[src/rtl/idu_pipe_stage.sv]
// rtl/idu_pipe_stage.sv - Registered RV32I decode stage with optional 2-entry skid buffer
//
// Purpose: decodes one instruction word + PC per valid/ready beat into a
//   registered bundle one cycle later. Decoding happens on the input side;
//   the buffer stores already-decoded bundles.
// Ports:
//   i_clk, i_rst_n           clock (rising edge), asynchronous active-low reset
//   i_flush                  synchronous kill of all buffered entries
//   i_in_valid / o_in_ready  upstream handshake; i_in_inst, i_in_pc beat payload
//   o_out_valid / i_out_ready downstream handshake
//   o_out_pc, o_d0en, o_s1en, o_s2en, o_d0imm, o_s1, o_s2imm,
//   o_fun, o_opcode, o_itype, o_use_alu, o_illegal   decoded bundle
//   o_dec_cnt                count of bundles handed downstream (wraps)
module idu_pipe_stage #(
  parameter int WIDTH = 32,
  parameter int SKID  = 1,
  parameter int CNT_W = 32
) (
  input  logic             i_clk,
  input  logic             i_rst_n,
  input  logic             i_flush,
  input  logic             i_in_valid,
  output logic             o_in_ready,
  input  logic [31:0]      i_in_inst,
  input  logic [WIDTH-1:0] i_in_pc,
  output logic             o_out_valid,
  input  logic             i_out_ready,
  output logic [WIDTH-1:0] o_out_pc,
  output logic             o_d0en,
  output logic             o_s1en,
  output logic             o_s2en,
  output logic [WIDTH-1:0] o_d0imm,
  output logic [WIDTH-1:0] o_s1,
  output logic [WIDTH-1:0] o_s2imm,
  output logic [9:0]       o_fun,
  output logic [6:0]       o_opcode,
  output logic [5:0]       o_itype,
  output logic             o_use_alu,
  output logic             o_illegal,
  output logic [CNT_W-1:0] o_dec_cnt
);

  localparam int BW = 4*WIDTH + 28;

  typedef enum logic [1:0] {
    ST_EMPTY = 2'd0,
    ST_ONE   = 2'd1,
    ST_TWO   = 2'd2
  } state_t;

  // ---------------------------------------------------------------------------
  // Input-side decode
  // ---------------------------------------------------------------------------
  logic [6:0]        w_op;
  logic              w_is_r, w_is_ialu, w_is_sys, w_is_i, w_is_u;
  logic              w_is_s, w_is_b, w_is_j, w_f7_ok, w_illegal;
  logic              w_d0en, w_s1en, w_s2en, w_use_alu;
  logic [5:0]        w_itype;
  logic [9:0]        w_fun;
  logic [WIDTH-1:0]  w_rd, w_rs1, w_rs2;
  logic [WIDTH-1:0]  w_imm_i, w_imm_s, w_imm_b, w_imm_u, w_imm_j;
  logic [WIDTH-1:0]  w_d0imm, w_s1, w_s2imm;
  logic signed [11:0] w_i12, w_s12;
  logic signed [12:0] w_b13;
  logic signed [20:0] w_j21;
  logic signed [31:0] w_u32;
  logic [BW-1:0]     w_dec;

  assign w_op      = i_in_inst[6:0];
  assign w_is_r    = (w_op == 7'b0110011);
  assign w_is_ialu = (w_op == 7'b0010011);
  assign w_is_sys  = (w_op == 7'b1110011);
  assign w_is_i    = w_is_ialu | (w_op == 7'b0000011) | (w_op == 7'b1100111) | w_is_sys;
  assign w_is_u    = (w_op == 7'b0110111) | (w_op == 7'b0010111);
  assign w_is_s    = (w_op == 7'b0100011);
  assign w_is_b    = (w_op == 7'b1100011);
  assign w_is_j    = (w_op == 7'b1101111);
  assign w_f7_ok   = (i_in_inst[31:25] == 7'b0000000) | (i_in_inst[31:25] == 7'b0100000);

  // Every listed opcode ends in 2'b11, so an unlisted opcode also covers bad low bits.
  assign w_illegal = ~(w_is_r | w_is_i | w_is_u | w_is_s | w_is_b | w_is_j) |
                     (w_is_r & ~w_f7_ok);

  // Signed locals so the size casts below sign-extend to WIDTH.
  assign w_i12 = i_in_inst[31:20];
  assign w_s12 = {i_in_inst[31:25], i_in_inst[11:7]};
  assign w_b13 = {i_in_inst[31], i_in_inst[7], i_in_inst[30:25], i_in_inst[11:8], 1'b0};
  assign w_j21 = {i_in_inst[31], i_in_inst[19:12], i_in_inst[20], i_in_inst[30:21], 1'b0};
  assign w_u32 = {i_in_inst[31:12], 12'b0};

  assign w_imm_i = WIDTH'(w_i12);
  assign w_imm_s = WIDTH'(w_s12);
  assign w_imm_b = WIDTH'(w_b13);
  assign w_imm_j = WIDTH'(w_j21);
  assign w_imm_u = WIDTH'(w_u32);

  assign w_rd  = WIDTH'(i_in_inst[11:7]);
  assign w_rs1 = WIDTH'(i_in_inst[19:15]);
  assign w_rs2 = WIDTH'(i_in_inst[24:20]);

  // Stores and branches have no destination; SYSTEM carries neither rd nor rs1.
  assign w_d0en    = ~w_illegal & ~w_is_s & ~w_is_b & ~w_is_sys;
  assign w_s1en    = ~w_illegal & ~w_is_j & ~w_is_sys;
  assign w_s2en    = ~w_illegal & (w_is_r | w_is_s | w_is_b);
  assign w_use_alu = ~w_illegal & (w_is_r | w_is_ialu);
  assign w_itype   = w_illegal ? 6'b0 : {w_is_r, w_is_i, w_is_s, w_is_b, w_is_u, w_is_j};
  assign w_fun     = {i_in_inst[14:12], i_in_inst[31:25]};

  always_comb begin
    w_d0imm = '0;
    w_s2imm = '0;
    if (!w_illegal) begin
      if (w_d0en)      w_d0imm = w_rd;
      else if (w_is_s) w_d0imm = w_imm_s;
      else if (w_is_b) w_d0imm = w_imm_b;

      if (w_s2en)      w_s2imm = w_rs2;
      else if (w_is_i) w_s2imm = w_imm_i;
      else if (w_is_u) w_s2imm = w_imm_u;
      else if (w_is_j) w_s2imm = w_imm_j;
    end
  end

  assign w_s1  = w_s1en ? w_rs1 : '0;
  assign w_dec = {i_in_pc, w_d0en, w_s1en, w_s2en, w_d0imm, w_s1, w_s2imm,
                  w_fun, w_op, w_itype, w_use_alu, w_illegal};

  // ---------------------------------------------------------------------------
  // Buffer control: M is the presented entry, K the skid entry
  // ---------------------------------------------------------------------------
  state_t        r_state, w_next_state;
  logic          r_in_ready, w_in_ready, w_out_valid;
  logic          w_in_fire, w_out_fire;
  logic [BW-1:0] r_m, r_k;
  logic [CNT_W-1:0] r_cnt;

  // A beat offered alongside flush is dropped, so it never fires.
  assign w_in_fire  = i_in_valid & w_in_ready & ~i_flush;
  assign w_out_fire = w_out_valid & i_out_ready;

  always_ff @(posedge i_clk or negedge i_rst_n) begin
    if (!i_rst_n) begin
      r_state    <= ST_EMPTY;
      r_in_ready <= 1'b1;
    end else begin
      r_state    <= w_next_state;
      r_in_ready <= (w_next_state != ST_TWO);
    end
  end

  always_comb begin
    w_next_state = r_state;
    if (i_flush) begin
      w_next_state = ST_EMPTY;
    end else begin
      case (r_state)
        ST_EMPTY: if (w_in_fire) w_next_state = ST_ONE;
        ST_ONE: begin
          if (w_in_fire && !w_out_fire && (SKID != 0)) w_next_state = ST_TWO;
          else if (!w_in_fire && w_out_fire)           w_next_state = ST_EMPTY;
        end
        ST_TWO:   if (w_out_fire) w_next_state = ST_ONE;
        default:  w_next_state = ST_EMPTY;
      endcase
    end
  end

  // Without the skid entry, ready must look through to the downstream ready.
  always_comb begin
    w_out_valid = (r_state != ST_EMPTY);
    w_in_ready  = (SKID != 0) ? r_in_ready : ((r_state == ST_EMPTY) | i_out_ready);
  end

  assign o_out_valid = w_out_valid;
  assign o_in_ready  = w_in_ready;

  always_ff @(posedge i_clk or negedge i_rst_n) begin
    if (!i_rst_n) begin
      r_m <= '0;
      r_k <= '0;
    end else begin
      if (w_in_fire && ((r_state == ST_EMPTY) || ((r_state == ST_ONE) && w_out_fire)))
        r_m <= w_dec;
      else if ((r_state == ST_TWO) && w_out_fire)
        r_m <= r_k;
      if (w_in_fire && (r_state == ST_ONE) && !w_out_fire)
        r_k <= w_dec;
    end
  end

  // Counts downstream handoffs, including one coincident with flush.
  always_ff @(posedge i_clk or negedge i_rst_n) begin
    if (!i_rst_n)        r_cnt <= '0;
    else if (w_out_fire) r_cnt <= r_cnt + CNT_W'(1);
  end

  assign {o_out_pc, o_d0en, o_s1en, o_s2en, o_d0imm, o_s1, o_s2imm,
          o_fun, o_opcode, o_itype, o_use_alu, o_illegal} = r_m;
  assign o_dec_cnt = r_cnt;

endmodule

[config.mk]
export PLATFORM = sky130hd
export DESIGN_NAME = idu_pipe_stage
export DESIGN_NICKNAME = d
export VERILOG_FILES = /design/src/rtl/idu_pipe_stage.sv
export SDC_FILE = /design/constraint.sdc
export NUM_CORES = 1
export LEC_CHECK = 0
export CORE_UTILIZATION = 30
export CTS_CLUSTER_DIAMETER = 50
export DETAILED_ROUTE_END_ITERATION = 10
export GPL_ROUTABILITY_DRIVEN = 0
export PLACE_DENSITY = 0.52
export SYNTH_ARGS = -nofsm -noshare
export SYNTH_HDL_FRONTEND = slang
export SYNTH_SLANG_ARGS = --single-unit
[constraint.sdc]
create_clock -name i_clk -period 3.85 [get_ports i_clk]
set_clock_uncertainty 0.15 [all_clocks]
set_input_delay 0.5775 -clock i_clk [delete_from_list [all_inputs] [get_ports i_clk]]
set_output_delay 0.5775 -clock i_clk [all_outputs]
set_load 0.05 [all_outputs]
### Word-level counts from Yosys, hierarchy flattened

Index checks and enable logic that the tools add are counted.

* reductions and logical operators: 14
* multiply operators: 0
* order comparisons: 0
* eq/ne operators: 14
* add/subtract/negate cells: 1
* bitwise operators: 33
* div/mod/pow operators: 0
* shift-type cells: 0
* muxes and demuxes: 19

Operators by type and width (count)
* 156-bit two-way mux: 2
* 32-bit two-way mux: 9
* 32-bit by 1-bit adder with 32-bit output (second input constant): 1
* 7-bit by 6-bit == test with 1-bit output (second input constant): 4
* 7-bit == test (second input constant): 4
* 7-bit by 5-bit == test with 1-bit output (second input constant): 2
* 1-bit bitwise OR: 14
* 1-bit bitwise AND: 11
* 2-bit two-way mux: 5
* 1-bit NOT: 8
* 7-bit by 2-bit == test with 1-bit output (second input constant): 1
* 1-bit logical AND: 7
* 7-bit logical NOT: 1
* 6-bit two-way mux: 1
* 2-bit one-hot mux with 3 select lines: 1
* 5-bit two-way mux: 1
* 2-bit nonzero test: 2
* 2-bit by 1-bit == test with 1-bit output (second input constant): 1
* 2-bit == test (second input constant): 1
* 1-bit logical NOT: 2
* 2-bit logical NOT: 1
* 2-bit != test (second input constant): 1
* 1-bit logical OR: 1

* output and inout bits: 190
* latch bits: 0
* memories kept: 0
* word-level logic and storage cells: 86
* ROM bits: 0
* register bits after elaboration: 347
* bits of input ports: 69
* memory bits (writable): 0

### Logic depth before layout (Yosys ltp)

* depth in word-level cells: 18
* depth in mapped cells: 7
* mapped depth without buffers: 5

### Worst setup path after synthesis

OpenSTA, ideal clock, no wires.

* path kind: register to register
* start point: reg r_cnt[0], in the netlist o_dec_cnt[0]
* end point: reg r_cnt[24], in the netlist o_dec_cnt[24]
* library setup time: 142 ps
* arrival: 1823 ps
* period minus slack after synthesis: 2115 ps
* data required time: 3558 ps
* cell stages (with the launch flop): 6
* buffers on the path: 0
* setup slack: 1735 ps
* cell sequence: dfrtp_1 -> ha_1 -> o211ai_2 -> nor4_1 -> nand3_1 -> xnor2_1

* longest elaborated chain between the ends: 1

Ends and longest elaborated chain
* from (decl): line 135 `logic [CNT_W-1:0] r_cnt;`
* from (signal assigned): line 194 `else if (w_out_fire) r_cnt <= r_cnt + CNT_W'(1);`
* 32-bit by 1-bit adder with 32-bit output: line 194

Every way passes these cells.
A chain may end at the register's enable or synchronous reset.

==> summary.txt <==
Floorplanning
  • Site Rows: 72
  • Initial Utilization: 30.4%
  • Std-Cell Core Area: 38,600 um^2
  • Die area: 39,900 um^2
  • Die height: 200 um
  • Ports: 259
  • Die X: 200 um

Logic synthesis
  • Mapped cell area: 11,700 um^2
  • Mapped Cells: 1,169
  • Post-synthesis average cell area: 10.0 um^2
  • Asr flop ratio synth: 100%
  • Flops & latches, synth: 255
  • Yosys cell types: 70
  • Synth top area share: 54.2%
  • Yosys warning total: 0
  • Dominant synthesized flop cell: dfrtp_1
  • Most area-hungry cell type in the Yosys netlist: dfrtp_1
  • Post-synth EDFFs: 0
  • Synth top area cells: dfrtp_1 (54%), nand2_1 (10%), buf_4 (3.3%)
  • Sequential area share after synthesis: 54.4%

Drt
  • Drc violations: 0
  • Routed Antenna Nets: 0
  • Vias/cell: 4.92
  • Starting DRT DRC Count: 466
  • Via count: 9,395
  • Post-DR wirelength/cell: 18.5 um
  • WL final: 35,200 um
  • Drt pass-1 iters: 5

Pwr
  • Leakage: 6.98 nW
  • PnR Total Power: 8.43 mW
  • Peak supply drop: 407 uV
  • Pwr/cell area: 540 nW/um^2

Setup path
  • Req. time, crit path: 3.12 ns
  • Crit end category: output port
  • Critical Path Source Type: flip-flop
  • Worst path cell trace: clkdlybuf4s50_1
  • CP max-delay cell: clkdlybuf4s50_1
  • Worst endpoint data arrival time: 2.14 ns
  • CP peak stage delay: 0.92 ns
  • RR Startpoint: r_state[1]
  • Buffers & Inverters on Critical Path: 1
  • CP delay by family, top: buffers and inverters
  • CP startpoint: r_m[120]
  • Max FO, Critical Path: 21
  • Crit path kind: flip-flop to output port

Timing
  • Fin. max-slew vios: 0
  • Final worst path period need: 2.86 ns
  • TNS Setup: 0 ns
  • Setup repair after global routing missed its margin: no
  • Min Hold Slack: 0.322 ns
  • Final setup vio count: 0
  • Relative slew slack: 36.1%
  • Tcrit/Tclk final: 74.4%
  • FMAX: 349 MHz
  • Final hold vios: 0
  • Slew @ Worst Pin: 0.957 ns

Clock network
  • Clock sink total: 255
  • CTS tree: yes
  • Worst skew pair latency: 0.52 ns
  • Clk slew on worst S/H paths: 0.06 ns
  • Maximum clock insertion buffer count: 3
  • Resized cells post-CTS: 0
  • H-tree depth: 2
  • Post-CTS Setup Repair Bufs: 0
  • CTS root buffer: clkbuf_16
  • Cts bufs inserted: 39

Flow run
  • Max-cap violation count: 0

Finish
  • Area grow syn2layout: 33.0%
  • Sequential cell area: 6380 um^2
  • Share of cells above drive strength 1: 8.99%
  • Commonest non-fill, non-tap cell in the layout: nand2_1
  • Area of the multi-input gates: 4650 um^2
  • Nets: 1,430
  • Post-route cell area: 15,600 um^2
  • Most frequent cells in the layout: nand2_1 (315), dfrtp_1 (254), clkdlybuf4s50_1 (230)
  • Fillers: 3,773

Place
  • Area after DPL: 14,200 um^2
  • # port buffers: 231
  • Post-detail-place hpwl: 22,500 um

Global routing
  • GRT Overall Usage: 17.7%
  • First-pass GRT wire length: 55,000 um
  • Initial antenna violation count: 0
  • Largest net degree at the start of global routing: 83
  • GR Overflow Total: 0
  • Vias in the first global route: 9,390

Min path
  • HP Start: o_dec_cnt[31]
  • Min-delay worst type: flip-flop to flip-flop

Outcome
  • Outcome: finished, final reports clean
## through the flow
| stage | utilization (%) | setup slack, ns | instances |
|---|---|---|---|
| after floorplan | - | 1.73 | 1195 |
| after global placement | 36.9 | 0.689 | 1836 |
| after detailed placement | 36.9 | 0.621 | 1836 |
| after CTS | 40.4 | 0.955 | 1908 |
| after global routing | 40.4 | 0.868 | 1908 |
| final | 40.4 | 0.986 | 1909 |
## sequential cells by signal (all words and copies together), names as in the netlist
name / cells
o_dec_cnt: 32
r_k: 110
r_state: 2
r_m: 110
o_in_ready: 1
## power by group
part / switching (mW) / internal, mW
registers: 0.204 / 2.99
clock network: 1.36 / 2.28
logic: 1.08 / 0.516
total: 2.64 / 5.78
## cells by family after synthesis
family / after synthesis / share of synthesized area [%]
and+or+nand+nor: 458 / 17.5
AOI/OAI and AO/OA: 270 / 17.3
DFF: 255 / 54.4
buffers and inverters: 139 / 7.09
xor gates and xnor gates: 32 / 2.39
muxes: 13 / 1.13
adders and majority gates: 1 / 0.107
other: 1 / 0.0319
## cell usage after synthesis (17+ instances only)
| library cell | n |
|---|---|
| nand3_1 | 24 |
| nor2_1 | 42 |
| o31ai_1 | 44 |
| a21oi_1 | 32 |
| xnor2_1 | 28 |
| nand2_1 | 316 |
| buf_4 | 52 |
| nand4_1 | 21 |
| clkbuf_1 | 20 |
| o21ai_0 | 20 |
| a22o_1 | 17 |
| a22oi_1 | 42 |
| a2bb2oi_1 | 23 |
| dfrtp_1 | 254 |
| buf_2 | 37 |
## what timing repair did
item | CTS | global route
hold buffers | 1 | 0
hold endpoints to repair | 72 | 0
endpoints found under the setup margin | 0 | 0
## layout make-up
class	instances	area share, %
flip-flops and latches	255	40.9
multi-input cells	801	29.8
repair buffers	252	16.3
clock buffers	47	6.84
well taps	518	4.15
clock inverters	24	1.81
inverters	11	0.264
diodes	1	0.0160
## path summary, 6_finish.rpt
check	end	slack, ns	cells past startpoint
hold / removal	o_dec_cnt[31]	0.32	1
hold reg to reg	o_dec_cnt[31]	0.32	1
min in group asynchronous	r_m[27]	0.46	2
setup reg to reg	r_m[48]	1.51	4
max in group asynchronous	r_k[20]	2.14	3
setup / recovery	o_d0imm[28]	0.99	1
## per-layer routing
layer	GRT usage [%]	routed length, um	vias up
li1	-	-	4442
met4	5.34	707	0
met5	0	0	-
met2	27.7	16400	261
met1	24.0	15800	4644
met3	4.67	2310	48
(Power assumes the default switching activity.)
